### src/rtl/tt_mux_pkg.sv
// Shared types and bus layout for the project-mux controller.
package tt_mux_pkg;

    localparam int unsigned IW_W   = 18;
    localparam int unsigned OW_W   = 24;
    localparam int unsigned ADDR_W = 4;
    localparam int unsigned BYTE_W = 8;

    localparam int unsigned IW_CLK_OFF   = 0;
    localparam int unsigned IW_RST_N_OFF = 1;
    localparam int unsigned IW_UI_OFF    = 2;
    localparam int unsigned IW_UIO_OFF   = 10;

    localparam int unsigned OW_UO_OFF      = 0;
    localparam int unsigned OW_UIO_OUT_OFF = 8;
    localparam int unsigned OW_UIO_OE_OFF  = 16;

    localparam logic [ADDR_W-1:0] ADDR_NONE = 4'hF;

    typedef enum logic [1:0] {
        ST_IDLE,
        ST_DRAIN,
        ST_ARM,
        ST_RUN
    } state_e;

endpackage

### src/rtl/tt_mux_ow_sel.sv
// Selects one project's output slice and registers it; zero when not enabled.
module tt_mux_ow_sel
    import tt_mux_pkg::*;
#(
    parameter int unsigned NPROJ = 8
) (
    input  logic                   clk,
    input  logic                   rst_n,
    input  logic                   en,
    input  logic [ADDR_W-1:0]      sel,
    input  logic [OW_W*NPROJ-1:0]  ow_all,
    output logic [BYTE_W-1:0]      uo_out,
    output logic [BYTE_W-1:0]      uio_out,
    output logic [BYTE_W-1:0]      uio_oe
);

    logic [OW_W-1:0] out_q, out_d;

    always_comb begin
        out_d = '0;
        if (en) begin
            for (int k = 0; k < int'(NPROJ); k++) begin
                if (sel == ADDR_W'(k)) out_d = ow_all[k*OW_W +: OW_W];
            end
        end
    end

    always_ff @(posedge clk) begin
        if (!rst_n) out_q <= '0;
        else        out_q <= out_d;
    end

    assign uo_out  = out_q[OW_UO_OFF      +: BYTE_W];
    assign uio_out = out_q[OW_UIO_OUT_OFF +: BYTE_W];
    assign uio_oe  = out_q[OW_UIO_OE_OFF  +: BYTE_W];

endmodule

### src/rtl/tt_mux_ctrl.sv
// Project-select controller: drains the old project, arms the new one under
// reset with a divided clock, then routes host I/O to it while running.
module tt_mux_ctrl
    import tt_mux_pkg::*;
#(
    parameter int unsigned NPROJ      = 8,
    parameter int unsigned RST_CYCLES = 4
) (
    input  logic                   clk,
    input  logic                   rst_n,
    input  logic                   sel_valid,
    input  logic [ADDR_W-1:0]      sel_addr,
    output logic                   sel_ready,
    input  logic [BYTE_W-1:0]      host_ui_in,
    input  logic [BYTE_W-1:0]      host_uio_in,
    input  logic                   host_proj_rst_n,
    output logic [NPROJ-1:0]       ena,
    output logic [IW_W-1:0]        iw,
    input  logic [OW_W*NPROJ-1:0]  ow_all,
    output logic [BYTE_W-1:0]      uo_out,
    output logic [BYTE_W-1:0]      uio_out,
    output logic [BYTE_W-1:0]      uio_oe,
    output logic [ADDR_W-1:0]      active_addr,
    output logic                   busy
);

    localparam int unsigned CNT_W = 4;

    state_e              state_q, state_d;
    logic [ADDR_W-1:0]   pending_q, pending_d;
    logic [1:0]          drain_cnt_q, drain_cnt_d;
    logic [CNT_W-1:0]    edge_cnt_q, edge_cnt_d;
    logic                clk_ph_q, clk_ph_d;
    logic [NPROJ-1:0]    ena_q, ena_d;
    logic [IW_W-1:0]     iw_q, iw_d;
    logic [ADDR_W-1:0]   active_q, active_d;
    logic                busy_q, busy_d;
    logic                sel_ready_q, sel_ready_d;
    logic                accept_c;
    logic                run_next_c;

    function automatic logic [NPROJ-1:0] onehot(input logic [ADDR_W-1:0] a);
        logic [NPROJ-1:0] res;
        res = '0;
        for (int k = 0; k < int'(NPROJ); k++) begin
            if (a == ADDR_W'(k)) res[k] = 1'b1;
        end
        return res;
    endfunction

    // Next state and the registered output values for the coming cycle.
    always_comb begin
        state_d     = state_q;
        pending_d   = pending_q;
        drain_cnt_d = drain_cnt_q;
        edge_cnt_d  = edge_cnt_q;
        clk_ph_d    = 1'b0;
        ena_d       = '0;
        iw_d        = '0;
        active_d    = ADDR_NONE;
        busy_d      = 1'b0;
        sel_ready_d = 1'b0;
        accept_c    = sel_valid && sel_ready_q;

        if (accept_c) pending_d = sel_addr;

        case (state_q)
            ST_IDLE: begin
                if (accept_c && (32'(sel_addr) < NPROJ)) begin
                    state_d    = ST_ARM;
                    edge_cnt_d = '0;
                end
            end
            ST_RUN: begin
                if (accept_c) begin
                    state_d     = ST_DRAIN;
                    drain_cnt_d = '0;
                end
            end
            ST_DRAIN: begin
                drain_cnt_d = drain_cnt_q + 2'd1;
                if (drain_cnt_q == 2'd2) begin
                    state_d     = (32'(pending_q) < NPROJ) ? ST_ARM : ST_IDLE;
                    drain_cnt_d = '0;
                    edge_cnt_d  = '0;
                end
            end
            ST_ARM: begin
                // Rising edge happens in cycles where the divided clock is high.
                if (clk_ph_q) begin
                    edge_cnt_d = edge_cnt_q + CNT_W'(1);
                    if (edge_cnt_q == CNT_W'(RST_CYCLES - 1)) state_d = ST_RUN;
                end
            end
            default: state_d = ST_IDLE;
        endcase

        case (state_d)
            ST_ARM: begin
                clk_ph_d = (state_q == ST_ARM) ? ~clk_ph_q : 1'b1;
                ena_d    = onehot(pending_d);
                busy_d   = 1'b1;
            end
            ST_RUN: begin
                clk_ph_d    = ~clk_ph_q;
                ena_d       = ena_q;
                active_d    = pending_d;
                sel_ready_d = 1'b1;
            end
            ST_DRAIN: begin
                ena_d  = (drain_cnt_d == 2'd2) ? '0 : ena_q;
                busy_d = 1'b1;
            end
            default: sel_ready_d = 1'b1;
        endcase

        iw_d[IW_CLK_OFF] = clk_ph_d;
        if (state_d == ST_RUN) begin
            iw_d[IW_RST_N_OFF]           = host_proj_rst_n;
            iw_d[IW_UI_OFF  +: BYTE_W]   = host_ui_in;
            iw_d[IW_UIO_OFF +: BYTE_W]   = host_uio_in;
        end

        run_next_c = (state_d == ST_RUN);
    end

    always_ff @(posedge clk) begin
        if (!rst_n) begin
            state_q     <= ST_IDLE;
            pending_q   <= '0;
            drain_cnt_q <= '0;
            edge_cnt_q  <= '0;
            clk_ph_q    <= 1'b0;
            ena_q       <= '0;
            iw_q        <= '0;
            active_q    <= ADDR_NONE;
            busy_q      <= 1'b0;
            sel_ready_q <= 1'b1;
        end else begin
            state_q     <= state_d;
            pending_q   <= pending_d;
            drain_cnt_q <= drain_cnt_d;
            edge_cnt_q  <= edge_cnt_d;
            clk_ph_q    <= clk_ph_d;
            ena_q       <= ena_d;
            iw_q        <= iw_d;
            active_q    <= active_d;
            busy_q      <= busy_d;
            sel_ready_q <= sel_ready_d;
        end
    end

    tt_mux_ow_sel #(.NPROJ(NPROJ)) u_ow_sel (
        .clk     (clk),
        .rst_n   (rst_n),
        .en      (run_next_c),
        .sel     (pending_q),
        .ow_all  (ow_all),
        .uo_out  (uo_out),
        .uio_out (uio_out),
        .uio_oe  (uio_oe)
    );

    assign sel_ready   = sel_ready_q;
    assign ena         = ena_q;
    assign iw          = iw_q;
    assign active_addr = active_q;
    assign busy        = busy_q;

endmodule

### config.mk
export PLATFORM = sky130hd
export DESIGN_NAME = tt_mux_ctrl
export DESIGN_NICKNAME = d
export VERILOG_FILES = /design/src/rtl/tt_mux_pkg.sv /design/src/rtl/tt_mux_ow_sel.sv /design/src/rtl/tt_mux_ctrl.sv
export SDC_FILE = /design/constraint.sdc
export NUM_CORES = 1
export LEC_CHECK = 0
export CORE_UTILIZATION = 40
export CTS_BUF_LIST = sky130_fd_sc_hd__clkbuf_4 sky130_fd_sc_hd__clkbuf_8 sky130_fd_sc_hd__clkbuf_16
export CTS_CLUSTER_DIAMETER = 120
export CTS_CLUSTER_SIZE = 40
export DETAILED_ROUTE_END_ITERATION = 12
export PLACE_DENSITY = 0.87
export SYNTH_ARGS = -nofsm -noshare
export SYNTH_HDL_FRONTEND = slang
export SYNTH_SLANG_ARGS = --single-unit
export TNS_END_PERCENT = 50
### constraint.sdc
create_clock -name clk -period 5.9 [get_ports clk]
set_input_delay 1.18 -clock clk [delete_from_list [all_inputs] [get_ports clk]]
set_output_delay 1.18 -clock clk [all_outputs]
set_load 0.02 [all_outputs]
Word level (Yosys, flattened, before mapping)
Index checks and enable logic that the tools add are counted.

Flip-flop bits (word level): 68. Input bits: 216. Output and inout port bits: 56. Logic and storage cells: 91.

Add/subtract/negate cells: 2. Magnitude comparators: 2. Equal/unequal tests: 27. Muxes and demuxes: 37. Bitwise operators: 2. Reductions and logical operators: 10.

Operator list (number): $mux 24 (8); $eq 4x3->1 const B (8); $pmux 8 s3 (1); $eq 4x2->1 const B (5); $mux 2 (8); $mux 4 (4); $eq 2x2->1 const B (6); $pmux 4 s3 (1); $mux 1 (11); $eq 4x1->1 const B (2); $logic_not 4->1 (2); $lt 4x4->1 const B (2); $mux 8 (1); $ne 2x2->1 const B (4); $pmux 2 s4 (1); $add 4x1->4 const B (1); $eq 2x1->1 const B (2); $pmux 2 s2 (1); $reduce_and 2->1 (2); $reduce_and 4->1 (1); $reduce_bool 3->1 (1); $add 2x1->2 const B (1); $logic_and 1x1->1 (2); $logic_not 2->1 (1); 3 further kinds (4).

Longest topological paths before layout
Gate-level depths: netlist of the first run.

Word-level depth: 9. Depth in mapped cells: 9. Depth with buffers taken out: 8.

By module
From an unflattened synthesis of the first run, not the netlist that was laid out.

Cells, all modules: 445. Area total of the unflattened synthesis: 4530.6 um2.

Modules (own cells, without submodules): tt_mux_ow_sel (instances 1, cells an instance 264, area an instance 2727.6 um2); tt_mux_ctrl (instances 1, cells an instance 181, area an instance 1803.0 um2).

Least setup slack after synthesis of the first run
Ideal clock, no wire load.

Path kind: input to register. Start: in sel_valid. End: reg u_ow_sel.out_q[11]. Setup time: 70 ps. Data arrival time: 2667 ps. Data required time: 5830 ps. Path slack: 3164 ps. Stages: 9. Path buffers: 2. Path through: buf_2 -> a21bo_2 -> o2111ai_2 -> ha_1 -> nand2_1 -> nor2_1 -> buf_2 -> o221ai_1 -> a21oi_1.

Cells in the longest elaborated chain, start to end: 6. Elaborated cells between the ends (all ways): 7. Those cells by class: 1 x eq/ne; 3 x mux; 3 x reduce/logical.

Ends and longest elaborated chain: from (decl) (RTL line tt_mux_ctrl.sv:11) `input logic sel_valid,`; $logic_and 1x1->1 (*) (RTL line tt_mux_ctrl.sv:63) `accept_c = sel_valid && sel_ready_q;`; $logic_and 1x1->1 (RTL line tt_mux_ctrl.sv:69) `if (accept_c && (32'(sel_addr) < NPROJ)) begin`; $mux 2 (RTL line tt_mux_ctrl.sv:69); $pmux 2 s4 (*) (RTL line tt_mux_ctrl.sv:67) `case (state_q)`; net state_d[1] (RTL line tt_mux_ctrl.sv:29) `state_e state_q, state_d;`; $eq 2x2->1 (*) (RTL line tt_mux_ctrl.sv:124) `run_next_c = (state_d == ST_RUN);`; $reduce_and 2->1 (no line) (*); to (signal assigned) (RTL line tt_mux_ow_sel.sv:30) `else out_q <= out_d;`; to (decl) (RTL line tt_mux_ow_sel.sv:17) `logic [OW_W-1:0] out_q, out_d;`.

The timed path passes the listed nets; every way through them passes the cells marked *. A chain may end at the register's enable or synchronous reset.

Worst setup path in the final report of the first run
Start: in sel_valid. End: reg u_ow_sel.out_q[23].

Same word-level chain as after synthesis.

==> report_table.html, run 1 <==
<table>
<tr><th>Metric</th><th>Value</th></tr>
<tr><th colspan="2">STA</th></tr>
<tr><td># setup viols final</td><td>0</td></tr>
<tr><td>Worst slew margin relative to its limit</td><td>0.255</td></tr>
<tr><td>Setup repair after global routing missed its margin</td><td>false</td></tr>
<tr><td>TNS Setup</td><td>0 ns</td></tr>
<tr><td>Transition time at the pin with the least slew margin</td><td>1.12 ns</td></tr>
<tr><td>Peak clock frequency supported by timing</td><td>273 MHz</td></tr>
<tr><td>Min Tclk post-route</td><td>between 3 and 4 ns</td></tr>
<tr><td>Setup WS post-layout</td><td>between 2 and 2.5 ns</td></tr>
<tr><td>Final Hold Viols</td><td>0</td></tr>
<tr><td>Final-report max-slew violation count</td><td>0</td></tr>
<tr><td>Worst setup skew after layout</td><td>0.0159 ns</td></tr>
<tr><td>Final period utilization</td><td>0.621</td></tr>
<tr><th colspan="2">Setup path</th></tr>
<tr><td>Worst-case reg-to-reg path depth</td><td>9</td></tr>
<tr><td>Data arrival time of the critical path</td><td>3.90 ns</td></tr>
<tr><td>Data required time of the critical path</td><td>6.14 ns</td></tr>
<tr><td>Nature of the critical path endpoint</td><td>flop</td></tr>
<tr><td>Endpoint of the most critical register-to-register path</td><td>u_ow_sel.out_q[23]$_SDFF_PN0_</td></tr>
<tr><td>Worst setup path startpoint</td><td>sel_valid</td></tr>
<tr><td>Critical setup path kind</td><td>in -&gt; reg</td></tr>
<tr><td>Register-to-register setup slack</td><td>between 3 and 4 ns</td></tr>
<tr><td>Origin of the critical flop-to-flop path</td><td>edge_cnt_q[0]$_SDFFE_PN0P_</td></tr>
<tr><td>Maximum fanout count along the critical path</td><td>22</td></tr>
<tr><td>Type of element launching the critical path</td><td>input pin</td></tr>
<tr><th colspan="2">Cells and area</th></tr>
<tr><td>Ant. Diodes</td><td>0</td></tr>
<tr><td>Layout Nets</td><td>between 900 and 1k</td></tr>
<tr><td>Utilization of the core after routing</td><td>0.692</td></tr>
<tr><td>Synth-to-layout area growth</td><td>66.7%</td></tr>
<tr><td>Share of final-layout standard cells stronger than drive strength 1</td><td>0.0529</td></tr>
<tr><td>Area of all placed cells without fillers</td><td>0.00718 mm²</td></tr>
<tr><td>Count of filler cells inserted in the layout</td><td>802</td></tr>
<tr><th colspan="2">Logic synthesis</th></tr>
<tr><td>Dominant combinational cell family by area after synthesis</td><td>compound AO/OA/AOI/OAI gates</td></tr>
<tr><td>Library cell with the highest instance count after synthesis</td><td>dfxtp_1</td></tr>
<tr><td>Async S/R FF share, synth</td><td>0</td></tr>
<tr><td>Cell types with the highest counts after synthesis</td><td>68 x dfxtp_1, 51 x mux2i_1, 40 x nand2_1, 28 x a21oi_1, 23 x nor2_1</td></tr>
<tr><td>Number of nets in the synthesized netlist</td><td>between 700 and 800</td></tr>
<tr><td>Area fraction of the dominant cell type after synthesis</td><td>0.316</td></tr>
<tr><td>Count of flip-flops with a built-in enable after synthesis</td><td>0</td></tr>
<tr><td>Leading area contributor after synthesis</td><td>dfxtp_1</td></tr>
<tr><td>Proportion of synthesized chip area in sequential cells</td><td>0.316</td></tr>
<tr><td>Top flip-flop cell by instance count after synthesis</td><td>dfxtp_1</td></tr>
<tr><td>Warning count from the yosys run</td><td>0</td></tr>
<tr><td>Post-Synth XOR/XNOR Area</td><td>0</td></tr>
<tr><td>Adder-cell area share of the yosys netlist</td><td>0.0116</td></tr>
<tr><td>Area fraction in and, or, nand and nor cells after synthesis</td><td>0.193</td></tr>
<tr><td>Most area-consuming cells after synthesis</td><td>dfxtp_1 32%, mux2i_1 12%, nand2_1 3.5%</td></tr>
<tr><td>Compound-Gate Fraction of Synth Area</td><td>0.272</td></tr>
<tr><td>Distinct cell type count of the synthesized netlist</td><td>66</td></tr>
<tr><td>Combined area of all synthesized cells</td><td>between 0.004 and 0.005 mm²</td></tr>
<tr><td>Number of flip-flops and latches in the synthesized netlist</td><td>68</td></tr>
<tr><td>Syn Area/Cell</td><td>8.73 µm²</td></tr>
<tr><td>Synth Instances</td><td>between 400 and 500</td></tr>
<tr><td>Share of cell area taken by muxes after synthesis</td><td>0.142</td></tr>
<tr><th colspan="2">Floorplan</th></tr>
<tr><td>Height of the chip</td><td>between 100 and 150 µm</td></tr>
<tr><td>Count of boundary I/O pins</td><td>272</td></tr>
<tr><td>Initial Utilization</td><td>0.415</td></tr>
<tr><td>Number of rows created at floorplan</td><td>37</td></tr>
<tr><td>Die X-Extent</td><td>106 µm</td></tr>
<tr><td>Area of the die</td><td>0.0112 mm²</td></tr>
<tr><td>Core Area</td><td>0.0104 mm²</td></tr>
<tr><th colspan="2">CTS</th></tr>
<tr><td>Register clock-pin slew on the reported worst setup and hold paths</td><td>around 0.070 ns</td></tr>
<tr><td>Number of gates resized after cts</td><td>0</td></tr>
<tr><td>Maximum clock path buffer count</td><td>2</td></tr>
<tr><td>Clock tree sinks</td><td>68</td></tr>
<tr><td>CTS buffer count</td><td>9</td></tr>
<tr><td>Buffer count from post-CTS setup fixing</td><td>0</td></tr>
<tr><td>Clock latency on the worst-skew pair</td><td>0.34 ns</td></tr>
<tr><td>CTS H-Tree Depth</td><td>3</td></tr>
<tr><td>Number of buffers added to fix hold violations after cts</td><td>0</td></tr>
<tr><td>Buffer cell driving the clock tree root</td><td>clkbuf_8</td></tr>
<tr><td>TritonCTS clock tree</td><td>yes</td></tr>
<tr><th colspan="2">Pwr</th></tr>
<tr><td>Static leakage</td><td>2.56 nW</td></tr>
<tr><td>Peak VDD IR</td><td>131 µV</td></tr>
<tr><td>Power per cell area</td><td>~180 mW/mm²</td></tr>
<tr><th colspan="2">Route</th></tr>
<tr><td>Via count of the routed design</td><td>5070</td></tr>
<tr><td>Drt first-iter violations</td><td>around 340</td></tr>
<tr><td>First-pass iteration count of the detailed router</td><td>6</td></tr>
<tr><td>Wirelength per Cell</td><td>19.1 µm</td></tr>
<tr><td>Antenna violation net count after detailed routing</td><td>0</td></tr>
<tr><td>Final routed DRC violation total</td><td>0</td></tr>
<tr><td>Via-to-Cell Ratio</td><td>between 5 and 6</td></tr>
<tr><td>Aggregate routed wire length</td><td>16.7 mm</td></tr>
<tr><th colspan="2">Global route</th></tr>
<tr><td>Global route total overflow</td><td>0</td></tr>
<tr><td>Via count of the first global-routing pass</td><td>5232</td></tr>
<tr><td>Overall fraction of global-route tracks in use</td><td>0.291</td></tr>
<tr><td>Global-route wire length before repair</td><td>25.7 mm</td></tr>
<tr><td>Maximum number of pins on one net before global-route repair</td><td>68</td></tr>
<tr><td>Antenna violations before repair</td><td>0</td></tr>
<tr><th colspan="2">Placement</th></tr>
<tr><td>Global placement routability congestion</td><td>0.859</td></tr>
<tr><td>Instance area at placement</td><td>about 0.007 mm²</td></tr>
<tr><td>Number of port buffers</td><td>between 200 and 300</td></tr>
<tr><td>Post-DP HPWL</td><td>~13 mm</td></tr>
<tr><td>Pre-CTS worst setup slack</td><td>1.99 ns</td></tr>
<tr><th colspan="2">Worst hold path</th></tr>
<tr><td>Class of the tightest hold or removal check</td><td>reg -&gt; reg</td></tr>
<tr><td>Start point of the worst hold path</td><td>ena[4]$_SDFFE_PN0P_</td></tr>
<tr><td>Hold Path Depth</td><td>2</td></tr>
<tr><td>Worst min-delay path endpoint</td><td>ena[4]$_SDFFE_PN0P_</td></tr>
<tr><th colspan="2">Job</th></tr>
<tr><td>Max-capacitance violation count</td><td>0</td></tr>
<tr><th colspan="2">Status</th></tr>
<tr><td>Run status</td><td>complete, no violations</td></tr>
</table>
-- worst max-delay path, stage by stage --
cell,delay [ns]
clkdlybuf4s50_1,0.65
nand4bb_1,0.22
o2111ai_2,0.16
ha_1,0.63
nand2_1,0.26
nor2_1,0.14
buf_4,0.24
o211ai_1,0.13
nor4_1,0.28
-- where the power goes --
group          internal (mW)  switching, mW
clock                  0.237          0.184
sequential             0.467         0.0253
combinational          0.213          0.139
total                  0.916          0.349
-- worst max-delay path by stage --
stage,slack [ns],to
6_report,2.24,u_ow_sel.out_q[23]$_SDFF_PN0_
5_1_grt,1.98,u_ow_sel.out_q[23]$_SDFF_PN0_
4_1_cts,2.32,u_ow_sel.out_q[23]$_SDFF_PN0_
3_5_place_dp,1.99,u_ow_sel.out_q[23]$_SDFF_PN0_
3_3_place_gp,2.16,u_ow_sel.out_q[23]$_SDFF_PN0_
2_1_floorplan,3.16,u_ow_sel.out_q[11]$_SDFF_PN0_
-- sequential cells by signal (all words and copies together), names as in the netlist --
register and flops:
sel_ready 1, u_ow_sel.out_q 24, ena 8, pending_q 4
busy 1, state_q 2, edge_cnt_q 4, active_addr 4
iw 18, drain_cnt_q 2
-- routing by layer --
metal  up-vias  part of all wire  GRT usage  wire length (µm)
met5         -                 0          0                 0
met4         0             0.035      0.128               590
met3        42             0.085     0.0643              1410
met2       263              0.50      0.530              8420
met1      2414              0.38      0.320              6270
li1       2351                 -          -                 -
-- cell families (layout without fill, tap and decap cells) --
| logic type | after synthesis | after routing |
|---|---|---|
| multiplexers | 60 | 60 |
| flip-flops | 68 | 68 |
| buffers and inverters | 52 | 296 |
| AND/OR/NAND/NOR | 149 | 149 |
| AO/OA/AOI/OAI | 160 | 160 |
| adder cells (fa/ha/maj) | 4 | 4 |
-- final cells by class --
cell class	instances	area (µm²)	share of cell area
clock buffers	9	124	0.0173
clock inverters	6	88.8	0.0124
inverters	6	22.5	0.00314
multi-input cells	373	2660	0.371
flip-flops and latches	68	1370	0.191
well taps	136	170	0.0237
repair buffers	275	2740	0.382
-- placed cells by master (no fill, tap or decap), types with 5 or more instances in the layout --
cell / n
nand3b_1: 5
inv_1: 5
and2_1: 14
o221ai_1: 15
nand2_1: 40
nor2_1: 23
o21ai_0: 19
and3_1: 17
clkbuf_8: 9
o22ai_1: 15
nand2b_1: 5
o31ai_1: 10
a221oi_1: 8
mux2_2: 9
dfxtp_1: 65
a21oi_1: 28
nand3_1: 7
clkdlybuf4s50_1: 271
a2bb2oi_1: 10
o2bb2ai_1: 11
mux2i_1: 51
nor2b_1: 10
nand4_1: 5
-- per-stage QoR --
| step | instances | hold slack, ns | power, mW |
|---|---|---|---|
| after CTS | 873 | 0.473 | 1.27 |
| after global routing | 873 | 0.495 | 1.32 |
| after detailed placement | 858 | 0.460 | 0.850 |
| after global placement | 858 | 0.448 | 0.841 |
| after floorplan | 493 | 0.458 | 0.666 |
| final | 873 | 0.471 | 1.26 |
Power figures use the tool's default switching activity.
==> run 2, diff against run 1 <==
CORE_UTILIZATION = 37   (was 40)
PLACE_DENSITY = 0.81   (was 0.87)
clock period = 3.8 ns   (was 5.9 ns; I/O delays follow)
==> run 2 against run 1 <==
Effect of this change:
- die area up 8.0%
- via count down 1.9%
- worst setup slack worse by 1.1 ns
- final cell count up 1.3%
- first-iteration DRC count up 13%
- routed wire length up 0.94%
- critical path type unchanged
- largest cell class unchanged
==> report_table.html, run 2 (same netlist as run 1, synthesis figures left out) <==
<table>
<tr><th>Metric</th><th>Value</th></tr>
<tr><th colspan="2">Cells and area</th></tr>
<tr><td>Layout Nets</td><td>956 (was 953)</td></tr>
<tr><td>Ant. Diodes</td><td>0 (unchanged)</td></tr>
<tr><td>Share of final-layout standard cells stronger than drive strength 1</td><td>0.0580 (was 0.0529)</td></tr>
<tr><td>Largest reg by FF count</td><td>u_ow_sel.out_q (unchanged)</td></tr>
<tr><td>Multi-input logic area</td><td>0.00266 mm² (unchanged)</td></tr>
<tr><td>Most frequent cells in the layout</td><td>271 x clkdlybuf4s50_1, 65 x dfxtp_1, 51 x mux2i_1, 40 x nand2_1, 28 x a21oi_1 (unchanged)</td></tr>
<tr><td>Most common cell after layout, fill and taps aside</td><td>clkdlybuf4s50_1 (unchanged)</td></tr>
<tr><td>Number of flip-flops in the largest register</td><td>24 (unchanged)</td></tr>
<tr><td>Area of all placed cells without fillers</td><td>0.00734 mm² (was 0.00718 mm²)</td></tr>
<tr><td>FF+latch area</td><td>0.00137 mm² (unchanged)</td></tr>
<tr><td>Count of filler cells inserted in the layout</td><td>946 (was 802)</td></tr>
<tr><td>Utilization of the core after routing</td><td>0.645 (was 0.692)</td></tr>
<tr><td>Synth-to-layout area growth</td><td>70.4% (was 66.7%)</td></tr>
<tr><th colspan="2">Job</th></tr>
<tr><td>Max-capacitance violation count</td><td>0 (unchanged)</td></tr>
<tr><th colspan="2">Route</th></tr>
<tr><td>First-pass iteration count of the detailed router</td><td>5 (was 6)</td></tr>
<tr><td>Via count of the routed design</td><td>4976 (was 5070)</td></tr>
<tr><td>Final routed DRC violation total</td><td>0 (unchanged)</td></tr>
<tr><td>Drt first-iter violations</td><td>389 (was 343)</td></tr>
<tr><td>Via-to-Cell Ratio</td><td>5.63 (was 5.81)</td></tr>
<tr><td>Wirelength per Cell</td><td>19.0 µm (was 19.1 µm)</td></tr>
<tr><td>Antenna violation net count after detailed routing</td><td>0 (unchanged)</td></tr>
<tr><td>Aggregate routed wire length</td><td>16.8 mm (was 16.7 mm)</td></tr>
<tr><th colspan="2">Floorplan</th></tr>
<tr><td>Area of the die</td><td>0.0121 mm² (was 0.0112 mm²)</td></tr>
<tr><td>Initial Utilization</td><td>0.379 (was 0.415)</td></tr>
<tr><td>Count of boundary I/O pins</td><td>272 (unchanged)</td></tr>
<tr><td>Die X-Extent</td><td>110 µm (was 106 µm)</td></tr>
<tr><td>Height of the chip</td><td>110 µm (was 106 µm)</td></tr>
<tr><td>Core Area</td><td>0.0114 mm² (was 0.0104 mm²)</td></tr>
<tr><td>Number of rows created at floorplan</td><td>39 (was 37)</td></tr>
<tr><th colspan="2">STA</th></tr>
<tr><td>Setup repair after global routing missed its margin</td><td>false (unchanged)</td></tr>
<tr><td>Worst slew margin relative to its limit</td><td>0.472 (was 0.255)</td></tr>
<tr><td>Final period utilization</td><td>0.705</td></tr>
<tr><td>Peak clock frequency supported by timing</td><td>373 MHz</td></tr>
<tr><td># setup viols final</td><td>0 (unchanged)</td></tr>
<tr><td>Worst setup skew after layout</td><td>0.00878 ns (was 0.0159 ns)</td></tr>
<tr><td>Final Hold Viols</td><td>0 (unchanged)</td></tr>
<tr><td>Final-report max-slew violation count</td><td>0 (unchanged)</td></tr>
<tr><td>TNS Setup</td><td>0 ns (unchanged)</td></tr>
<tr><td>Post-Route Hold Slack</td><td>0.477 ns (was 0.471 ns)</td></tr>
<tr><td>Transition time at the pin with the least slew margin</td><td>0.792 ns (was 1.12 ns)</td></tr>
<tr><td>Min Tclk post-route</td><td>between 2 and 3 ns</td></tr>
<tr><th colspan="2">Global route</th></tr>
<tr><td>Maximum number of pins on one net before global-route repair</td><td>57 (was 68)</td></tr>
<tr><td>Overall fraction of global-route tracks in use</td><td>0.270 (was 0.291)</td></tr>
<tr><td>Antenna violations before repair</td><td>0 (unchanged)</td></tr>
<tr><td>Via count of the first global-routing pass</td><td>4893 (was 5232)</td></tr>
<tr><td>Global-route wire length before repair</td><td>24.7 mm (was 25.7 mm)</td></tr>
<tr><td>Global route total overflow</td><td>0 (unchanged)</td></tr>
<tr><th colspan="2">Setup path</th></tr>
<tr><td>Data required time of the critical path</td><td>4.03 ns (was 6.14 ns)</td></tr>
<tr><td>Worst Path Buf+Inv</td><td>2 (unchanged)</td></tr>
<tr><td>Type of element launching the critical path</td><td>input pin (unchanged)</td></tr>
<tr><td>Nature of the critical path endpoint</td><td>flop (unchanged)</td></tr>
<tr><td>Crit path largest cell delay</td><td>0.57 ns (was 0.65 ns)</td></tr>
<tr><td>Critical setup path kind</td><td>in -&gt; reg (unchanged)</td></tr>
<tr><td>Maximum fanout count along the critical path</td><td>15 (was 22)</td></tr>
<tr><td>Data arrival time of the critical path</td><td>2.91 ns (was 3.90 ns)</td></tr>
<tr><td>CP Cell Sequence</td><td>clkdlybuf4s50_1 -&gt; a21bo_2 -&gt; o2111ai_2 -&gt; ha_1 -&gt; nand2_1 -&gt; nor2_1 -&gt; buf_4 -&gt; o211ai_1 -&gt; nor4_1 (was clkdlybuf4s50_1 -&gt; nand4bb_1 -&gt; o2111ai_2 -&gt; ha_1 -&gt; nand2_1 -&gt; nor2_1 -&gt; buf_4 -&gt; o211ai_1 -&gt; nor4_1)</td></tr>
<tr><td>Largest delay share family, worst path</td><td>buffers and inverters (was simple AND/OR/NAND/NOR gates)</td></tr>
<tr><td>Worst-case reg-to-reg path depth</td><td>5 (was 9)</td></tr>
<tr><td>Cell with the largest stage delay on the worst path</td><td>clkdlybuf4s50_1 (unchanged)</td></tr>
<tr><td>Number of logic stages on the critical path including buffering</td><td>9 (unchanged)</td></tr>
<tr><th colspan="2">Pwr</th></tr>
<tr><td>Power per cell area</td><td>308 mW/mm² (was 176 mW/mm²)</td></tr>
<tr><td>Static leakage</td><td>2.64 nW (was 2.56 nW)</td></tr>
<tr><td>Combinational cell fraction of total power</td><td>0.239 (was 0.278)</td></tr>
<tr><td>Psw</td><td>0.583 mW (was 0.349 mW)</td></tr>
<tr><td>Cell Int Power</td><td>1.68 mW (was 0.916 mW)</td></tr>
<tr><td>Sequential share of power</td><td>0.341 (was 0.389)</td></tr>
<tr><td>Part of the total power dissipated in the clock network</td><td>0.420 (was 0.333)</td></tr>
<tr><td>Switching Fraction</td><td>0.257 (was 0.276)</td></tr>
<tr><td>Peak VDD IR</td><td>260 µV (was 131 µV)</td></tr>
<tr><th colspan="2">Placement</th></tr>
<tr><td>Post-DP HPWL</td><td>12.7 mm (was 12.6 mm)</td></tr>
<tr><td>Global placement routability congestion</td><td>0.869 (was 0.859)</td></tr>
<tr><td>Number of port buffers</td><td>271 (unchanged)</td></tr>
<tr><td>Instance area at placement</td><td>0.00700 mm² (was 0.00697 mm²)</td></tr>
<tr><th colspan="2">CTS</th></tr>
<tr><td>Maximum clock path buffer count</td><td>2 (unchanged)</td></tr>
<tr><td>Register clock-pin slew on the reported worst setup and hold paths</td><td>0.06 ns (was 0.07 ns)</td></tr>
<tr><td>CTS buffer count</td><td>9 (unchanged)</td></tr>
<tr><td>Clock latency on the worst-skew pair</td><td>0.33 ns (was 0.34 ns)</td></tr>
<tr><td>CTS H-Tree Depth</td><td>3 (unchanged)</td></tr>
<tr><td>Number of gates resized after cts</td><td>0 (unchanged)</td></tr>
<tr><td>Buffer count from post-CTS setup fixing</td><td>0 (unchanged)</td></tr>
<tr><td>Clock tree sinks</td><td>68 (unchanged)</td></tr>
<tr><td>Number of buffers added to fix hold violations after cts</td><td>0 (unchanged)</td></tr>
<tr><td>Buffer cell driving the clock tree root</td><td>clkbuf_16 (was clkbuf_8)</td></tr>
<tr><td>TritonCTS clock tree</td><td>yes (unchanged)</td></tr>
<tr><th colspan="2">Worst hold path</th></tr>
<tr><td>Class of the tightest hold or removal check</td><td>reg -&gt; reg (unchanged)</td></tr>
<tr><td>Hold Path Depth</td><td>2 (unchanged)</td></tr>
<tr><th colspan="2">Status</th></tr>
<tr><td>Run status</td><td>complete, no violations (unchanged)</td></tr>
</table>
-- run 2: path summary, 6_finish.rpt --
path / from / end / slack, ns
setup / recovery: sel_valid / u_ow_sel.out_q[23]$_SDFF_PN0_ / 1.12
setup reg to reg: pending_q[1]$_SDFF_PN0_ / u_ow_sel.out_q[15]$_SDFF_PN0_ / 1.36
hold reg to reg: ena[7]$_SDFFE_PN0P_ / ena[7]$_SDFFE_PN0P_ / 0.48
hold / removal: ena[7]$_SDFFE_PN0P_ / ena[7]$_SDFFE_PN0P_ / 0.48
-- run 2: worst reg2reg max path: stages (launching register included) --
cell and delay (ns):
dfxtp_4 0.82, buf_4 0.57, mux2i_1 0.31, o21ai_0 0.15, a221oi_1 0.37, o22ai_1 0.10
-- run 2: layout make-up --
class,count,area share
clock inverter,5,0.0113
multi-input combinational,373,0.363
tap,143,0.0244
clock buffer,11,0.0351
timing repair buffer,278,0.377
sequential,68,0.186
inverter,6,0.00307
-- run 2: power by group through the flow --
stage	combinational [mW]	clock, mW	sequential [mW]
floorplan	0.282	0	0.753
global placement	0.527	0	0.784
detailed placement	0.536	0	0.786
CTS	0.541	0.970	0.771
global route	0.581	1.01	0.775
finish	0.541	0.951	0.771
-- run 2: routing by layer --
| metal | track usage | share of wire | vias up |
|---|---|---|---|
| met1 | 0.297 | 0.37 | 2317 |
| met2 | 0.488 | 0.50 | 259 |
| met5 | 0 | 0 | - |
| met4 | 0.103 | 0.027 | 0 |
| met3 | 0.0747 | 0.10 | 36 |
| li1 | - | - | 2364 |
-- run 2: per-stage QoR --
step	instances	power, mW	worst slack, ns
3_3_place_gp	868	1.31	0.930
4_1_cts	884	2.28	1.16
3_5_place_dp	868	1.32	0.840
2_1_floorplan	493	1.03	1.48
5_1_grt	884	2.36	0.917
6_report	884	2.26	1.12
==> run 3, diff against run 2 <==
clock period = 2.7 ns   (was 3.8 ns; I/O delays follow)
==> run 3 against run 2 <==
Effect of this change:
- count of clock-buffer cells in the layout is 2 lower
- largest cell class unchanged
- routed wire length is 0.12% lower
- sequential share of layout area is 0.22 points lower
- first-iteration DRC count is 17% lower
- final cell count is 0.68% higher
- die area stayed put
- flip-flop and latch count stayed put
==> report_table.html, run 3 (same netlist as run 1, synthesis figures left out) <==
<table>
<tr><th>Metric</th><th>Value</th></tr>
<tr><th colspan="2">Route</th></tr>
<tr><td>First-pass iteration count of the detailed router</td><td>4 (was 5)</td></tr>
<tr><td>Drt first-iter violations</td><td>324 (was 389)</td></tr>
<tr><td>Wirelength per Cell</td><td>18.9 µm (was 19.0 µm)</td></tr>
<tr><td>Final routed DRC violation total</td><td>0 (unchanged)</td></tr>
<tr><td>Via-to-Cell Ratio</td><td>5.53 (was 5.63)</td></tr>
<tr><td>Aggregate routed wire length</td><td>16.8 mm (about the same)</td></tr>
<tr><td>Antenna violation net count after detailed routing</td><td>0 (unchanged)</td></tr>
<tr><td>Via count of the routed design</td><td>4918 (was 4976)</td></tr>
<tr><th colspan="2">Pwr</th></tr>
<tr><td>Static leakage</td><td>2.68 nW (was 2.64 nW)</td></tr>
<tr><td>Power per cell area</td><td>444 mW/mm² (was 308 mW/mm²)</td></tr>
<tr><td>Peak VDD IR</td><td>300 µV (was 260 µV)</td></tr>
<tr><th colspan="2">Floorplan</th></tr>
<tr><td>Die X-Extent</td><td>110 µm (unchanged)</td></tr>
<tr><td>Core Area</td><td>0.0114 mm² (unchanged)</td></tr>
<tr><td>Number of rows created at floorplan</td><td>39 (unchanged)</td></tr>
<tr><td>Count of boundary I/O pins</td><td>272 (unchanged)</td></tr>
<tr><td>Initial Utilization</td><td>0.379 (unchanged)</td></tr>
<tr><td>Area of the die</td><td>0.0121 mm² (unchanged)</td></tr>
<tr><td>Height of the chip</td><td>110 µm (unchanged)</td></tr>
<tr><th colspan="2">CTS</th></tr>
<tr><td>Number of buffers added to fix hold violations after cts</td><td>0 (unchanged)</td></tr>
<tr><td>Register clock-pin slew on the reported worst setup and hold paths</td><td>0.05 ns (was 0.06 ns)</td></tr>
<tr><td>Buffer cell driving the clock tree root</td><td>clkbuf_16 (unchanged)</td></tr>
<tr><td>TritonCTS clock tree</td><td>yes (unchanged)</td></tr>
<tr><td>Number of gates resized after cts</td><td>0 (unchanged)</td></tr>
<tr><td>Clock latency on the worst-skew pair</td><td>0.33 ns (about the same)</td></tr>
<tr><td>CTS buffer count</td><td>9 (unchanged)</td></tr>
<tr><td>Buffer count from post-CTS setup fixing</td><td>0 (unchanged)</td></tr>
<tr><td>CTS H-Tree Depth</td><td>3 (unchanged)</td></tr>
<tr><td>Maximum clock path buffer count</td><td>2 (unchanged)</td></tr>
<tr><td>Clock tree sinks</td><td>68 (unchanged)</td></tr>
<tr><th colspan="2">Setup path</th></tr>
<tr><td>Maximum fanout count along the critical path</td><td>21 (was 15)</td></tr>
<tr><td>Cell with the largest stage delay on the worst path</td><td>clkdlybuf4s50_1 (unchanged)</td></tr>
<tr><td>Data required time of the critical path</td><td>2.95 ns (was 4.03 ns)</td></tr>
<tr><td>Nature of the critical path endpoint</td><td>flop (unchanged)</td></tr>
<tr><td>Data arrival time of the critical path</td><td>2.51 ns (was 2.91 ns)</td></tr>
<tr><td>Largest delay share family, worst path</td><td>compound AO/OA/AOI/OAI gates (was buffers and inverters)</td></tr>
<tr><td>Crit path largest cell delay</td><td>0.45 ns (was 0.57 ns)</td></tr>
<tr><td>Critical setup path kind</td><td>in -&gt; reg (unchanged)</td></tr>
<tr><td>Worst Path Buf+Inv</td><td>2 (unchanged)</td></tr>
<tr><td>CP Cell Sequence</td><td>clkdlybuf4s50_1 -&gt; a21bo_2 -&gt; o2111ai_2 -&gt; ha_1 -&gt; buf_4 -&gt; nor2_1 -&gt; a21oi_4 -&gt; mux2i_1 (was clkdlybuf4s50_1 -&gt; a21bo_2 -&gt; o2111ai_2 -&gt; ha_1 -&gt; nand2_1 -&gt; nor2_1 -&gt; buf_4 -&gt; o211ai_1 -&gt; nor4_1)</td></tr>
<tr><td>Type of element launching the critical path</td><td>input pin (unchanged)</td></tr>
<tr><th colspan="2">STA</th></tr>
<tr><td>TNS Setup</td><td>0 ns (unchanged)</td></tr>
<tr><td># setup viols final</td><td>0 (unchanged)</td></tr>
<tr><td>Final-report max-slew violation count</td><td>0 (unchanged)</td></tr>
<tr><td>Peak clock frequency supported by timing</td><td>443 MHz</td></tr>
<tr><td>Transition time at the pin with the least slew margin</td><td>0.698 ns (was 0.792 ns)</td></tr>
<tr><td>Setup WS post-layout</td><td>0.442 ns (was 1.12 ns)</td></tr>
<tr><td>Final Hold Viols</td><td>0 (unchanged)</td></tr>
<tr><td>Worst setup skew after layout</td><td>0.00729 ns (was 0.00878 ns)</td></tr>
<tr><td>Min Tclk post-route</td><td>2.26 ns</td></tr>
<tr><td>Final period utilization</td><td>0.836</td></tr>
<tr><td>Setup repair after global routing missed its margin</td><td>false (unchanged)</td></tr>
<tr><td>Worst slew margin relative to its limit</td><td>0.532 (was 0.472)</td></tr>
<tr><th colspan="2">Cells and area</th></tr>
<tr><td>Most frequent cells in the layout</td><td>271 x clkdlybuf4s50_1, 65 x dfxtp_1, 51 x mux2i_1, 40 x nand2_1, 28 x a21oi_1 (unchanged)</td></tr>
<tr><td>Share of final-layout standard cells stronger than drive strength 1</td><td>0.0656 (was 0.0580)</td></tr>
<tr><td>Most common cell after layout, fill and taps aside</td><td>clkdlybuf4s50_1 (unchanged)</td></tr>
<tr><td>Synth-to-layout area growth</td><td>72.4% (was 70.4%)</td></tr>
<tr><td>Utilization of the core after routing</td><td>0.653 (was 0.645)</td></tr>
<tr><td>Area of all placed cells without fillers</td><td>0.00742 mm² (was 0.00734 mm²)</td></tr>
<tr><td>Number of flip-flops in the largest register</td><td>24 (unchanged)</td></tr>
<tr><td>Number of cells in the finished layout apart from fillers</td><td>890 (was 884)</td></tr>
<tr><td>Count of filler cells inserted in the layout</td><td>960 (was 946)</td></tr>
<tr><td>Layout Nets</td><td>963 (was 956)</td></tr>
<tr><td>Largest reg by FF count</td><td>u_ow_sel.out_q (unchanged)</td></tr>
<tr><td>Ant. Diodes</td><td>0 (unchanged)</td></tr>
<tr><th colspan="2">Placement</th></tr>
<tr><td>Instance area at placement</td><td>0.00706 mm² (was 0.00700 mm²)</td></tr>
<tr><td>Pre-CTS worst setup slack</td><td>0.156 ns (was 0.840 ns)</td></tr>
<tr><td>Global placement routability congestion</td><td>0.885 (was 0.869)</td></tr>
<tr><td>Post-DP HPWL</td><td>12.8 mm (was 12.7 mm)</td></tr>
<tr><td>Placed Cells</td><td>875 (was 868)</td></tr>
<tr><td>Number of port buffers</td><td>271 (unchanged)</td></tr>
<tr><th colspan="2">Worst hold path</th></tr>
<tr><td>Class of the tightest hold or removal check</td><td>reg -&gt; reg (unchanged)</td></tr>
<tr><th colspan="2">Global route</th></tr>
<tr><td>Antenna violations before repair</td><td>0 (unchanged)</td></tr>
<tr><td>Maximum number of pins on one net before global-route repair</td><td>58 (was 57)</td></tr>
<tr><td>Via count of the first global-routing pass</td><td>4788 (was 4893)</td></tr>
<tr><td>Global route total overflow</td><td>0 (unchanged)</td></tr>
<tr><td>Overall fraction of global-route tracks in use</td><td>0.265 (was 0.270)</td></tr>
<tr><td>Global-route wire length before repair</td><td>24.1 mm (was 24.7 mm)</td></tr>
<tr><th colspan="2">Status</th></tr>
<tr><td>Run status</td><td>complete, no violations (unchanged)</td></tr>
<tr><th colspan="2">Job</th></tr>
<tr><td>Max-capacitance violation count</td><td>0 (unchanged)</td></tr>
</table>
run 3: cell types whose count changed in the layout (fill, tap and decap cells not counted), sizes merged:
cell | previous run | this run
buf | 7 | 14
bufinv | 2 | 4
clkbuf | 11 | 9
clkinv | 4 | 3
run 3: worst register-to-register path, cell delays in order, from the launching register on:
cell and delay (ns):
dfxtp_1 0.48, nand4bb_1 0.23, o2111ai_2 0.30, ha_1 0.22, buf_4 0.22, nor2_1 0.11, a21oi_4 0.35, mux2i_1 0.25
run 3: per-layer routing:
| metal | GRT usage | wire length (µm) | up-vias |
|---|---|---|---|
| li1 | - | - | 2371 |
| met3 | 0.0658 | 1410 | 32 |
| met2 | 0.488 | 8480 | 202 |
| met5 | 0 | 0 | - |
| met4 | 0.108 | 485 | 0 |
| met1 | 0.286 | 6450 | 2313 |
run 3: stage by stage:
stage / hold slack, ns / total power, mW
3_3_place_gp: 0.452 / 1.85
2_1_floorplan: 0.458 / 1.46
5_1_grt: 0.484 / 3.43
4_1_cts: 0.470 / 3.32
6_report: 0.468 / 3.30
3_5_place_dp: 0.456 / 1.87
run 3: layout make-up:
type,count,area (µm²),area share
Clock buffer,9,225,0.0303
Clock inverter,6,138,0.0185
Inverter,6,22.5,0.00303
Multi-Input combinational cell,373,2660,0.359
Sequential cell,68,1370,0.184
Tap cell,143,179,0.0241
Timing Repair Buffer,285,2830,0.381
run 3: where the power goes:
| part | internal [mW] | leakage, nW | switching (mW) | total, mW |
|---|---|---|---|---|
| clock network | 0.993 | 0.176 | 0.450 | 1.44 |
| registers | 1.02 | 0.551 | 0.0432 | 1.06 |
| logic | 0.473 | 1.96 | 0.314 | 0.787 |
run 3: worst paths after layout:
path,from,to,slack (ns),cells after the start
setup reg to reg,state_q[0]$_SDFF_PN0_,ena[0]$_SDFFE_PN0P_,0.46,7
setup / recovery,sel_valid,ena[0]$_SDFFE_PN0P_,0.44,8
hold / removal,ena[3]$_SDFFE_PN0P_,ena[3]$_SDFFE_PN0P_,0.47,2
hold reg to reg,ena[3]$_SDFFE_PN0P_,ena[3]$_SDFFE_PN0P_,0.47,2
